`src/rtl/piso_stream_pkg.sv`:
```
// piso_stream_pkg: shared state type and counter-width helper for the serializer.
package piso_pkg;
  typedef enum logic {IDLE, SHIFT} piso_state_e;
  function automatic int cnt_w(input int width);
    return $clog2(width);
  endfunction
endpackage

```
`src/rtl/piso_stream_if.sv`:
```
// piso_stream_if: parallel load handshake plus serial line and framing signals.
interface piso_stream_if #(parameter int DATA_WIDTH = 8);
  logic [DATA_WIDTH-1:0] p_in;
  logic p_valid, p_ready, s_en, s_out, s_valid, s_first, s_last, busy;
  modport master (output p_in, p_valid, s_en, input p_ready, s_out, s_valid, s_first, s_last, busy);
  modport slave (input p_in, p_valid, s_en, output p_ready, s_out, s_valid, s_first, s_last, busy);
endinterface

```
`src/rtl/piso_stream_bit_counter.sv`:
```
// bit_counter: modulo-N up-counter with clear, load-to-zero, enable and terminal count.
module bit_counter import piso_pkg::*; #(
  parameter int N = 8
) (
  input  logic                  clk,
  input  logic                  rst,
  input  logic                  clr,
  input  logic                  load,
  input  logic                  en,
  output logic [cnt_w(N)-1:0]   cnt,
  output logic                  tc
);
  assign tc = cnt == cnt_w(N)'(N - 1);
  always_ff @(posedge clk)
    if (rst || clr || load) cnt <= '0;
    else if (en) cnt <= tc ? '0 : cnt + 1'b1;
endmodule

```
`src/rtl/piso_stream.sv`:
```
// piso_stream: parallel-in/serial-out serializer with load handshake and zero-gap word chaining.
module piso_stream import piso_pkg::*; #(
  parameter int DATA_WIDTH = 8,
  parameter bit MSB_FIRST  = 1,
  parameter bit IDLE_LEVEL = 0
) (
  input logic clk,
  input logic rst,
  piso_stream_if.slave bus
);
  piso_state_e state, state_nx;
  logic [DATA_WIDTH-1:0] sreg;
  logic [cnt_w(DATA_WIDTH)-1:0] cnt;
  logic tc, adv, accept, shift;
  assign shift = state == SHIFT;
  assign adv = shift && bus.s_en;
  // Ready on the last strobe of a word lets the next word follow with no idle bit.
  assign bus.p_ready = !shift || (adv && tc);
  assign accept = bus.p_valid && bus.p_ready;
  bit_counter #(.N(DATA_WIDTH)) u_cnt (
    .clk(clk), .rst(rst), .clr(adv && tc && !accept), .load(accept), .en(adv), .cnt(cnt), .tc(tc)
  );
  always_ff @(posedge clk)
    if (rst) state <= IDLE;
    else state <= state_nx;
  always_comb state_nx = accept ? SHIFT : (adv && tc) ? IDLE : state;
  always_ff @(posedge clk)
    if (rst) sreg <= '0;
    else if (accept) sreg <= bus.p_in;
    else if (adv) sreg <= MSB_FIRST ? sreg << 1 : sreg >> 1;
  always_comb begin
    bus.s_out = shift ? (MSB_FIRST ? sreg[DATA_WIDTH-1] : sreg[0]) : IDLE_LEVEL;
    bus.s_valid = shift;
    bus.busy = shift;
    bus.s_first = shift && cnt == '0;
    bus.s_last = shift && tc;
  end
endmodule

```
`src/flat_wrapper.sv`:
```
// flat-port wrapper written by rule: the top's interface ports become plain ports
module piso_stream_flat import piso_pkg::*;
#(
  parameter int DATA_WIDTH = 8,
  parameter bit MSB_FIRST  = 1,
  parameter bit IDLE_LEVEL = 0
)
  (clk, rst, bus_p_in, bus_p_valid, bus_s_en, bus_p_ready, bus_s_out, bus_s_valid, bus_s_first, bus_s_last, bus_busy);
  piso_stream_if #(.DATA_WIDTH(DATA_WIDTH)) bus_i ();
  input logic clk;
  input logic rst;
  input wire logic [$bits(bus_i.p_in)-1:0] bus_p_in;
  input wire logic [$bits(bus_i.p_valid)-1:0] bus_p_valid;
  input wire logic [$bits(bus_i.s_en)-1:0] bus_s_en;
  output wire logic [$bits(bus_i.p_ready)-1:0] bus_p_ready;
  output wire logic [$bits(bus_i.s_out)-1:0] bus_s_out;
  output wire logic [$bits(bus_i.s_valid)-1:0] bus_s_valid;
  output wire logic [$bits(bus_i.s_first)-1:0] bus_s_first;
  output wire logic [$bits(bus_i.s_last)-1:0] bus_s_last;
  output wire logic [$bits(bus_i.busy)-1:0] bus_busy;
  assign bus_i.p_in = bus_p_in;
  assign bus_i.p_valid = bus_p_valid;
  assign bus_i.s_en = bus_s_en;
  assign bus_p_ready = bus_i.p_ready;
  assign bus_s_out = bus_i.s_out;
  assign bus_s_valid = bus_i.s_valid;
  assign bus_s_first = bus_i.s_first;
  assign bus_s_last = bus_i.s_last;
  assign bus_busy = bus_i.busy;
  piso_stream #(.DATA_WIDTH(DATA_WIDTH), .MSB_FIRST(MSB_FIRST), .IDLE_LEVEL(IDLE_LEVEL)) u_core (.clk(clk), .rst(rst), .bus(bus_i));
endmodule
```
`config.mk`:
```
export PLATFORM = sky130hd
export DESIGN_NAME = piso_stream_flat
export DESIGN_NICKNAME = d
export VERILOG_FILES = /design/src/rtl/piso_stream_pkg.sv /design/src/rtl/piso_stream_if.sv /design/src/rtl/piso_stream_bit_counter.sv /design/src/rtl/piso_stream.sv /design/src/flat_wrapper.sv
export SDC_FILE = /design/constraint.sdc
export NUM_CORES = 1
export LEC_CHECK = 0
export BUFFER_PORTS_ARGS = -buffer_cell sky130_fd_sc_hd__buf_4
export CAP_MARGIN = 0
export CORE_ASPECT_RATIO = 0.9
export CORE_UTILIZATION = 40
export CTS_BUF_LIST = sky130_fd_sc_hd__clkbuf_4
export DETAILED_ROUTE_END_ITERATION = 8
export GPL_TIMING_DRIVEN = 0
export PLACE_DENSITY_LB_ADDON = 0.3
export SKIP_CTS_REPAIR_TIMING = 1
export SLEW_MARGIN = 20
export SYNTH_ARGS = -nofsm -noshare
export SYNTH_HDL_FRONTEND = slang
export SYNTH_SLANG_ARGS = --single-unit
```
`constraint.sdc`:
```
create_clock -name clk -period 2.85 [get_ports clk]
set_clock_uncertainty 0.1 [all_clocks]
set_input_delay 0.4275 -clock clk [delete_from_list [all_inputs] [get_ports clk]]
set_output_delay 0.4275 -clock clk [all_outputs]
set_load 0.1 [all_outputs]
```
# Word-level counts from Yosys, hierarchy flattened

Cells that the tools add are included.

Add/sub/neg operators: 1
$mul: 0
Divide/modulo/power cells: 0
Order comparisons: 0
Equality and inequality tests: 1
Shift-type cells: 0
Muxes and demuxes: 6
Bitwise logic cells: 0
Reductions and logical operators: 14

Operators by type and width:

| cell                                         | number |
|---|---|
| 2-to-1 mux 8 bit                             | 2 |
| logical AND 1 bit                            | 6 |
| nonzero test 2 bit                           | 2 |
| adder 3 x 1 -> 3 bit (second input constant) | 1 |
| equality test 3 bit (second input constant)  | 1 |
| logical NOT 3 bit                            | 1 |
| logical OR 1 bit                             | 3 |
| 2-to-1 mux 1 bit                             | 3 |
| 2-to-1 mux 3 bit                             | 1 |
| logical NOT 1 bit                            | 2 |

Bits in registers: 12
Bits in latches: 0
Memory bits (writable): 0
ROM bits: 0
Input bits: 12
Output and inout port bits: 6
Word-level logic and storage cells: 25
Memories: 0

# Logic depth before layout (Yosys ltp)

Gate-level depths: netlist of the first run.

Depth after elaboration: 8
Depth in mapped cells: 6
Mapped depth without buffers: 5

# Modules after synthesis

Synthesis of the first run repeated with hierarchy kept, for this count alone.

Cell total of the unflattened synthesis: 71
Area total of the unflattened synthesis: 725.7 sq um

Modules (own cells, without submodules):

| module      | instances | cells an instance | area each (sq um) | seq. area each (sq um) |
|---|---|---|---|---|
| piso_stream | 1         | 57                | 578.1             | 180.2 |
| bit_counter | 1         | 14                | 147.6             | 60.1 |

# Least setup slack after synthesis of the first run

OpenSTA, ideal clock, no wires.

Kind: register -> output
Start: register u_core.state, in the netlist u_core.bus.busy
End: output port bus_s_first
Data arrival time: 2.635 ns
Data required time: 2.322 ns
Slack: -0.313 ns
Cell stages (with the launch flop): 4
Path buffers: 1
Cell sequence: dfxtp_1 > buf_2 > nand2_1 > nor2_1

Cells in the longest elaborated chain, start to end: 1

RTL lines:

| what                     | line               | RTL |
|---|---|---|
| start: declaration       | piso_stream.sv:11  | `piso_state_e state, state_nx;` |
| start signal: assignment | piso_stream.sv:25  | `else state <= state_nx;` |
| logical AND 1 bit        | piso_stream.sv:35  | `bus.s_first = shift && cnt == '0;` |
| end: declaration         | flat_wrapper.sv:18 | `output wire logic [$bits(bus_i.s_first)-1:0] bus_s_first;` |

No other way between the ends.

# Final worst setup path of the first run

Start: register u_core.u_cnt.cnt[0]
End: output port bus_p_ready

Cells in the longest elaborated chain, start to end: 3

RTL lines:

| what                     | line                          | RTL |
|---|---|---|
| start: declaration       | piso_stream_bit_counter.sv:10 | `output logic [cnt_w(N)-1:0] cnt,` |
| start signal: assignment | piso_stream_bit_counter.sv:16 | `else if (en) cnt <= tc ? '0 : cnt + 1'b1;` |
| equality test 3 bit      | piso_stream_bit_counter.sv:13 | `assign tc = cnt == cnt_w(N)'(N - 1);` |
| logical AND 1 bit        | piso_stream.sv:18             | `assign bus.p_ready = !shift \|\| (adv && tc);` |
| logical OR 1 bit         | piso_stream.sv:18             |  |
| end: declaration         | flat_wrapper.sv:15            | `output wire logic [$bits(bus_i.p_ready)-1:0] bus_p_ready;` |

No other way between the ends.

==> impl_metrics.tcl, run 1 <==
set metrics [dict create \
    startpoint "u_core.u_cnt.cnt[0]" \
    coreArea_um2 1680 \
    multi_input_area_um2 405 \
    nets 110 \
    wire_per_inst_um 12.2 \
    cp_data_required_time_ns 2.32 \
    via_per_inst 5.03 \
    grt_pass1_vias 519 \
    clkTransAtPathRegs_ns 0.09 \
    fp.dieArea_um2 1980 \
    antenna_found_initial 0 \
    syn-num-nets 88 \
    start_kind "register" \
    io_buffers 17 \
    globalRoute.totalOverflow 0 \
    syn_avg_cell_area_um2 9.91 \
    cts_buffer_depth 2 \
    ys_top_cells_by_area "dfxtp_1 (33%), a221oi_2 (15%), a211oi_2 (12%)" \
    cp-end-kind "primary output" \
    cts_sinks 12 \
    num_rows 14 \
    slowest_stage "dfxtp_1" \
    synth_cell_types 20 \
    fillers 181 \
    die_x_um 46.8 \
    critPathCapture "bus_p_ready" \
    grt_pass1_wl_um 2280 \
    gp_congestion 0.708 \
    synth_seq_area_share_pct 33.2 \
    cts_htree_levels 1 \
    synthFlopType "dfxtp_1" \
    final_antenna_net_count 0 \
    p_leak_uw 0.000426 \
    area_delta_synth_final_pct 25.8 \
    cts_inserted_buffers 3 \
    drive_gt1_share_pct 42.6 \
    r2r_slack_ns 1.04 \
    fin_crit_ns 2.25 \
    synth_most_common_cell "dfxtp_1" \
    synth-edff-count 0 \
    slew_violations 0 \
    ys_ff_latch 12 \
    hold_viol 0 \
    clk_latency_ns 0.28 \
    setup_slack_ns 0.605 \
    reg2reg_depth 6 \
    async_flop_share_pct 0 \
    irDropWorstVdd_v 0.000237 \
    status "finished, final reports clean" \
    cts_tree "yes" \
    post-place-ws_ns 0.910 \
    hp-class "in -> reg" \
    path_max_fanout 10 \
    die_y_um 42.3 \
    power-per-cell-area_nw_per_um2 462 \
    fmax_mhz 445 \
    path_class "reg -> out" \
    regToRegEndpoint "u_core.sreg[2]" \
    cp_slowest_stage_delay_ns 0.39 \
    fin_crit_sh_pct 78.8 \
    yosysWarnings 0 \
    antenna_cells 0 \
    design_power_total_uw 421 \
    max-slew-margin-rel_pct 56.2 \
    rsz0062_at_grt "false" \
    post-dp-hpwl_um 973 \
    grt_max_degree 11 \
    yosys-top-cells-count "dfxtp_1 (12), inv_1 (10), a211oi_2 (7), a221oi_2 (7), and3_1 (7)" \
    synth_top_area_share_pct 33.2 \
    routed_wl_um 1440 \
    worst_pin_slew_ns 0.657 \
    fin_util_pct 54.1 \
    worst-path-buf-inv 2 \
    whs_ns 0.218 \
    synth_top_area_cell "dfxtp_1" \
    cap_violations 0 \
    fin_tns_setup_ns 0 \
    num_vias 594 \
    seq_area_um2 240 \
    drt-initial-drc-count 12 \
    synth_cells 73 \
    reg2reg_from "u_core.u_cnt.cnt[0]" \
    initial_utilization_pct 43.0 \
    clockRootBuffer "clkbuf_4" \
    drc 0 \
    mappedNetlistArea_um2 723 \
    path_cells "ha_1 > ha_1 > a21bo_1 > buf_4 > buf_4" \
    drtPass1Iterations 4 \
    io_pins 18 \
    setup_viol 0 \
    path_depth 5 \
    cp_data_arrival_time_ns 1.72 \
    cp_top_family "buffers and inverters" \
    grt_usage_pct 16.7 \
]
==> layout make-up <==
cell class / count / share of cell area, %
Buffer: 7 / 4.68
Clock buffer: 3 / 2.48
Clock inverter: 1 / 0.413
Inverter: 10 / 4.13
Multi-Input combinational cell: 44 / 44.6
Sequential cell: 12 / 26.4
Tap cell: 24 / 3.30
Timing Repair Buffer: 17 / 14.0
==> registers in the layout, indices dropped and copies added, names as in the netlist <==
signal            cells
u_core.bus.busy       1
u_core.sreg           8
u_core.u_cnt.cnt      3
==> cell families after synthesis <==
family	Yosys count	share of synthesized area, %
DFF	12	33.2
buffers and inverters	17	11.1
and+or+nand+nor	20	16.4
muxes	2	2.77
AOI/OAI and AO/OA	19	31.3
adders and majority gates	3	5.19
==> placed cells by master (no fill, tap or decap), drive strengths merged <==
master	Yosys	routed
nor2	3	3
mux2i	2	2
and4b	2	2
a32oi	1	1
ha	3	3
buf	4	21
dfxtp	12	12
clkbuf	3	6
and3	7	7
nand2	2	2
inv	10	10
and2	3	3
a21bo	1	1
clkinv	0	1
a221oi	7	7
a211oi	7	7
nor3	3	3
a21oi	3	3
==> how the worst min path moves through the flow <==
stage | start | to | slack [ns] | cells past startpoint
6_report | rst | u_core.u_cnt.cnt[0] | 0.22 | 2
3_3_place_gp | u_core.sreg[0] | u_core.sreg[0] | 0.37 | 2
3_5_place_dp | u_core.sreg[0] | u_core.sreg[0] | 0.38 | 2
2_1_floorplan | u_core.sreg[0] | u_core.sreg[0] | 0.35 | 2
4_1_cts | rst | u_core.u_cnt.cnt[0] | 0.22 | 2
5_1_grt | rst | u_core.u_cnt.cnt[0] | 0.22 | 2
==> where the power goes <==
part	internal, µW	leakage, µW	switching [µW]	total (µW)
Combinational	46.3	0.000312	74.4	121
Clock	50.7	0.0000154	62.5	113
Sequential	178	0.0000988	8.45	187
==> stage by stage <==
step	cells	instance area, µm²
after floorplan	73	726
after global placement	114	883
after detailed placement	114	883
after CTS	118	910
after global routing	118	910
final	118	910
==> worst reg2reg max path, delay by kind of cell (launching register included) <==
kind	cells	cell delay, ns
AOI/OAI and AO/OA	3	0.60
adders and majority gates	2	0.44
DFF	1	0.35
buffers and inverters	1	0.18
==> layer usage <==
layer / global-route usage [%] / wire length [µm] / vias to the layer above
met4: 8.57 / 9 / 0
met2: 21.9 / 662 / 11
met3: 3.88 / 49 / 2
li1: - / - / 309
met1: 24.7 / 719 / 272
met5: 0 / 0 / -
No activity file was read; power rests on OpenSTA's default activity.
==> run 2: changes to the inputs <==
- clock period: 2.85 -> 2.25 ns (I/O delays scaled with it)
==> run 2 against run 1 <==
  * Combinational power up 28%
  * First-iteration DRC count shrank 50%
  * Die area did not move
==> impl_metrics.tcl, run 2 (synthesis results as in run 1) <==
set metrics [dict create \
    grt_usage_pct 18.5 \
    fp.dieArea_um2 1980 \
    p_clk_share_pct 27.6 \
    antenna_cells 0 \
    regToRegEndpoint "u_core.sreg[2]" \
    fin_crit_sh_pct 92.6 \
    final_antenna_net_count 0 \
    io_buffers 17 \
    min_to "u_core.u_cnt.cnt[0]" \
    largest_reg_flops 8 \
    hp-class "in -> reg" \
    fin_crit_ns 2.08 \
    drtPass1Iterations 4 \
    worstHoldStart "rst" \
    grt_max_degree 11 \
    p_sw_uw 191 \
    cts_tree "yes" \
    highest_layer "met4" \
    clockRootBuffer "clkbuf_4" \
    gp_congestion 0.707 \
    p_leak_uw 0.000429 \
    start_kind "register" \
    dr_wl_met2_um 700 \
    nets 110 \
    io_pins 18 \
    antenna_found_initial 0 \
    die_y_um 42.3 \
    cts_inserted_buffers 3 \
    grt_pass1_wl_um 2530 \
    via_per_inst 5.20 \
    final_common_cell "buf_4" \
    clk_latency_ns 0.29 \
    irDropWorstVdd_v 0.000331 \
    final_cell_mix "buf_4 (18), dfxtp_1 (11), inv_1 (10)" \
    whs_path_depth 2 \
    hold_viol 0 \
    initial_utilization_pct 43.0 \
    num_rows 14 \
    cp-end-kind "primary output" \
    grt_pass1_vias 551 \
    status "finished, final reports clean" \
    regMostFlops "u_core.sreg" \
    wire_per_inst_um 12.7 \
    clkTransAtPathRegs_ns 0.08 \
    path_max_fanout 10 \
    cp_slowest_stage_delay_ns 0.38 \
    place_inst 114 \
    slowest_stage "dfxtp_1" \
    path_class "reg -> out" \
    r2r_slack_ns 0.48 \
    cts_buffer_depth 2 \
    p_int_uw 351 \
    coreArea_um2 1680 \
    cts_htree_levels 1 \
    fin_tns_setup_ns 0 \
    cp_data_arrival_time_ns 1.65 \
    drt-initial-drc-count 6 \
    swShare_pct 35.3 \
    num_vias 614 \
    cp_data_required_time_ns 1.81 \
    setup_viol 0 \
    max-slew-margin-rel_pct 57.1 \
    reg2reg_depth 6 \
    layout.cells.non_filler 118 \
    path_common_cell "ha_1" \
    fmax_mhz 480 \
    slew_violations 0 \
    worst_pin_slew_ns 0.643 \
    die_x_um 46.8 \
    drc 0 \
    comb_power_share_pct 28.6 \
    path_cells "ha_1 > ha_1 > a21bo_1 > buf_4 > buf_6" \
    area_delta_synth_final_pct 27.2 \
    rsz0062_at_grt "false" \
    wl_met3_um 60 \
    cap_violations 0 \
    pwr-share-seq_pct 43.7 \
    drive_gt1_share_pct 43.6 \
    cts_sinks 12 \
    power-per-cell-area_nw_per_um2 589 \
    routed_wl_um 1500 \
    globalRoute.totalOverflow 0 \
    reg2reg_from "u_core.u_cnt.cnt[0]" \
    wl_met1_um 711 \
    post-dp-hpwl_um 1050 \
]
run 2: cell counts in the layout (fill, tap and decap cells not counted):
Identical to the previous run, type by type.
run 2: stage by stage:
step | power (µW) | area (µm²) | util [%] | worst slack (ns) | hold slack [ns]
floorplan | 358 | 732 | - | 0.0899 | 0.317
global placement | 394 | 890 | 52.9 | 0.418 | 0.368
detailed placement | 396 | 890 | 52.9 | 0.402 | 0.378
CTS | 537 | 916 | 54.5 | 0.0945 | 0.131
global route | 567 | 920 | 54.7 | 0.0626 | 0.134
finish | 542 | 920 | 54.7 | 0.166 | 0.126
run 2: layer usage:
metal / GRT usage (%) / vias up
met2: 26.1 / 13
met1: 25.5 / 288
met5: 0 / -
met3: 6.47 / 5
li1: - / 308
met4: 6.86 / 0
run 2: worst max-delay path by stage:
stage	from	cells past startpoint	slack (ns)	endpoint
global placement	u_core.u_cnt.cnt[0]	5	0.42	bus_p_ready
detailed placement	u_core.u_cnt.cnt[0]	5	0.40	bus_p_ready
floorplan	u_core.bus.busy	2	0.09	bus_s_out
global route	u_core.u_cnt.cnt[0]	5	0.06	bus_p_ready
finish	u_core.u_cnt.cnt[0]	5	0.17	bus_p_ready
CTS	u_core.u_cnt.cnt[0]	5	0.09	bus_p_ready
run 2: critical path, delay by kind of cell, from the launching register on:
kind / cells / cell delay, ns
DFF: 1 / 0.38
adders and majority gates: 2 / 0.39
AOI/OAI and AO/OA: 1 / 0.14
buffers and inverters: 2 / 0.45
run 2: cell type report:
cell class / instances / area [µm²]
buffer: 7 / 42.5
clock buffer: 3 / 22.5
clock inverter: 1 / 3.75
fill: 173 / 762
inverter: 10 / 37.5
multi-input combinational: 44 / 410
sequential: 12 / 241
tap: 24 / 30.0
timing repair buffer: 17 / 131
run 2: power by group through the flow:
stage	clock, µW	combinational [µW]	sequential, µW
after global routing	162	166	239
after detailed placement	0	155	242
after floorplan	0	110	248
final	150	155	237
after global placement	0	153	241
after CTS	146	155	237
==> run 3: changes to the inputs <==
- ABC_AREA: default -> 1
- REMOVE_ABC_BUFFERS: default -> 1
==> run 3 against run 2 <==
  * Via count increased by 4.6%
  * Core utilization shrank 1.1 points
  * Wire length down 14%
  * Global-route usage is 1.2 points lower
  * Final cell count rose by 14%
  * Synthesized cell count grew 36%
  * Largest cell class unchanged
  * Highest routed layer unchanged
  * Power decreased by 4.5%
  * Die area is 6.1% lower
  * Setup slack worse by 0.013 ns
  * First-iteration DRC count increased to 2.5 times the previous value
  * Sequential cell count did not move
  * Final area decreased by 12%
  * Critical path type unchanged
==> impl_metrics.tcl, run 3 <==
set metrics [dict create \
    status "finished, final reports clean" \
    path_depth 5 \
    grtUsageMet3_pct 6.61 \
    synth_cells 99 \
    cp_top_family "flip-flops" \
    top_usage_layer "met2" \
    path_max_fanout 11 \
    yosysWarnings 0 \
    ys_ff_latch 12 \
    worst-path-buf-inv 1 \
    grt_util_met1_pct 20.8 \
    drt-initial-drc-count 15 \
    clockRootBuffer "clkbuf_4" \
    synth_seq_area_share_pct 35.5 \
    synth_top_area_share_pct 35.5 \
    irDropWorstVdd_v 0.000337 \
    hold_viol 0 \
    max-slew-margin-rel_pct 73.0 \
    syn_avg_cell_area_um2 6.84 \
    drc 0 \
    die_x_um 45.4 \
    ys_top_cells_by_area "dfxtp_1 (35%), nand2_1 (14%), nand3_1 (12%)" \
    grt_pass1_vias 508 \
    fillers 164 \
    post-dp-hpwl_um 924 \
    cts_inserted_buffers 3 \
    async_flop_share_pct 0 \
    p_int_uw 334 \
    io_pins 18 \
    place_area_um2 785 \
    startpoint "u_core.u_cnt.cnt[1]" \
    grt_usage_pct 17.3 \
    cp_data_required_time_ns 1.81 \
    synthFlopType "dfxtp_1" \
    grt_pass1_wl_um 2170 \
    slowest_stage "dfxtp_1" \
    grt_use_met2_pct 27.2 \
    die_y_um 41.0 \
    swShare_pct 35.5 \
    final_cell_mix "nand2_1 (26), buf_4 (17), nand3_1 (16), inv_1 (12), dfxtp_1 (12)" \
    fin_tns_setup_ns 0 \
    path_class "reg -> out" \
    hp-class "in -> reg" \
    num_vias 642 \
    start_kind "register" \
    yosys-top-cells-count "nand2_1 (26), nand3_1 (16), dfxtp_1 (12), inv_1 (12), a21oi_1 (9)" \
    cts_tree "yes" \
    regToRegEndpoint "u_core.u_cnt.cnt[0]" \
    final_common_cell "nand2_1" \
    synth_most_common_cell "nand2_1" \
    power-per-cell-area_nw_per_um2 638 \
    rsz0062_at_grt "false" \
    setup_slack_ns 0.153 \
    whs_ns 0.193 \
    r2r_slack_ns 0.59 \
    cp-end-kind "primary output" \
    p_leak_uw 0.000408 \
    num_rows 13 \
    fin_crit_ns 2.10 \
    drtPass1Iterations 4 \
    design_power_total_uw 518 \
    p_clk_share_pct 27.1 \
    path_cells "ha_1 > ha_1 > nand3_2 > nand2_2 > buf_4" \
    cp_slowest_stage_delay_ns 0.36 \
    gp_congestion 0.722 \
    pwr-share-seq_pct 45.9 \
    fin_crit_sh_pct 93.2 \
    via_per_inst 4.76 \
    cts_htree_levels 1 \
    io_buffers 17 \
    worst_pin_slew_ns 0.404 \
    initial_utilization_pct 44.7 \
    antenna_found_initial 0 \
    fmax_mhz 477 \
    synth_top_area_cell "dfxtp_1" \
    final_area_um2 811 \
    drive_gt1_share_pct 23.0 \
    critPathCapture "bus_p_ready" \
    cts_buffer_depth 2 \
    cp_data_arrival_time_ns 1.66 \
    fp.dieArea_um2 1860 \
    post-place-ws_ns 0.451 \
    cap_violations 0 \
    nets 129 \
    reg2reg_depth 7 \
    globalRoute.totalOverflow 0 \
    comb_power_share_pct 27.0 \
    routed_wl_um 1280 \
    regMostFlops "u_core.sreg" \
    p_sw_uw 184 \
    wire_per_inst_um 9.50 \
    synth_cell_types 19 \
    largest_reg_flops 8 \
    grt_max_degree 18 \
    clkTransAtPathRegs_ns 0.08 \
    synth-edff-count 0 \
    setup_viol 0 \
    path_common_cell "ha_1" \
    reg2reg_from "u_core.u_cnt.cnt[0]" \
    mappedNetlistArea_um2 677 \
    slew_violations 0 \
    clk_latency_ns 0.28 \
    final_antenna_net_count 0 \
    antenna_cells 0 \
    cts_sinks 12 \
    area_delta_synth_final_pct 19.8 \
    coreArea_um2 1510 \
]
[run 3: worst min path at each step]
stage | startpoint | endpoint | slack (ns) | depth (start not counted)
2_1_floorplan | rst | u_core.sreg[4] | 0.30 | 1
3_3_place_gp | u_core.sreg[0] | u_core.sreg[0] | 0.37 | 2
3_5_place_dp | u_core.sreg[0] | u_core.sreg[0] | 0.37 | 2
4_1_cts | rst | u_core.sreg[4] | 0.19 | 2
5_1_grt | rst | u_core.sreg[4] | 0.18 | 2
6_report | rst | u_core.sreg[4] | 0.19 | 2
[run 3: power by group through the flow]
| stage | clock network (µW) | logic [µW] | registers [µW] |
|---|---|---|---|
| after floorplan | 0 | 79.1 | 263 |
| after global placement | 0 | 139 | 242 |
| after detailed placement | 0 | 141 | 243 |
| after CTS | 145 | 141 | 238 |
| after global routing | 156 | 153 | 240 |
| final | 140 | 140 | 238 |
[run 3: area by class of cell]
class	count	area [µm²]	share of cell area, %
multi-input cells	67	340	42.0
flip-flops and latches	12	240	29.6
repair buffers	17	128	15.7
inverters	13	48.8	6.02
well taps	22	27.5	3.40
clock buffers	3	22.5	2.78
clock inverters	1	3.75	0.463
[run 3: per-stage QoR]
| step | utilization (%) | cells |
|---|---|---|
| floorplan | - | 92 |
| global placement | 51.9 | 131 |
| detailed placement | 51.9 | 131 |
| CTS | 53.6 | 135 |
| global route | 53.6 | 135 |
| finish | 53.6 | 135 |
[run 3: per-layer routing]
metal / vias up / part of all wire [%]
li1: 339 / -
met2: 16 / 46
met4: 0 / 1.9
met3: 5 / 5.1
met1: 282 / 47
met5: - / 0
[run 3: worst register-to-register path: cells and delay by family, from the launching register on]
family,cells,cell delay [ns]
simple gates,5,0.75
flops,1,0.33
fa+ha+maj,2,0.41
[run 3: cell families (layout without fill, tap and decap cells)]
logic type	after synthesis	count (layout)	synth area share [%]
fa+ha+maj	3	3	5.55
buf+inv	20	34	14.2
simple gates	52	52	35.3
flops	12	12	35.5
compound gates	12	12	9.43
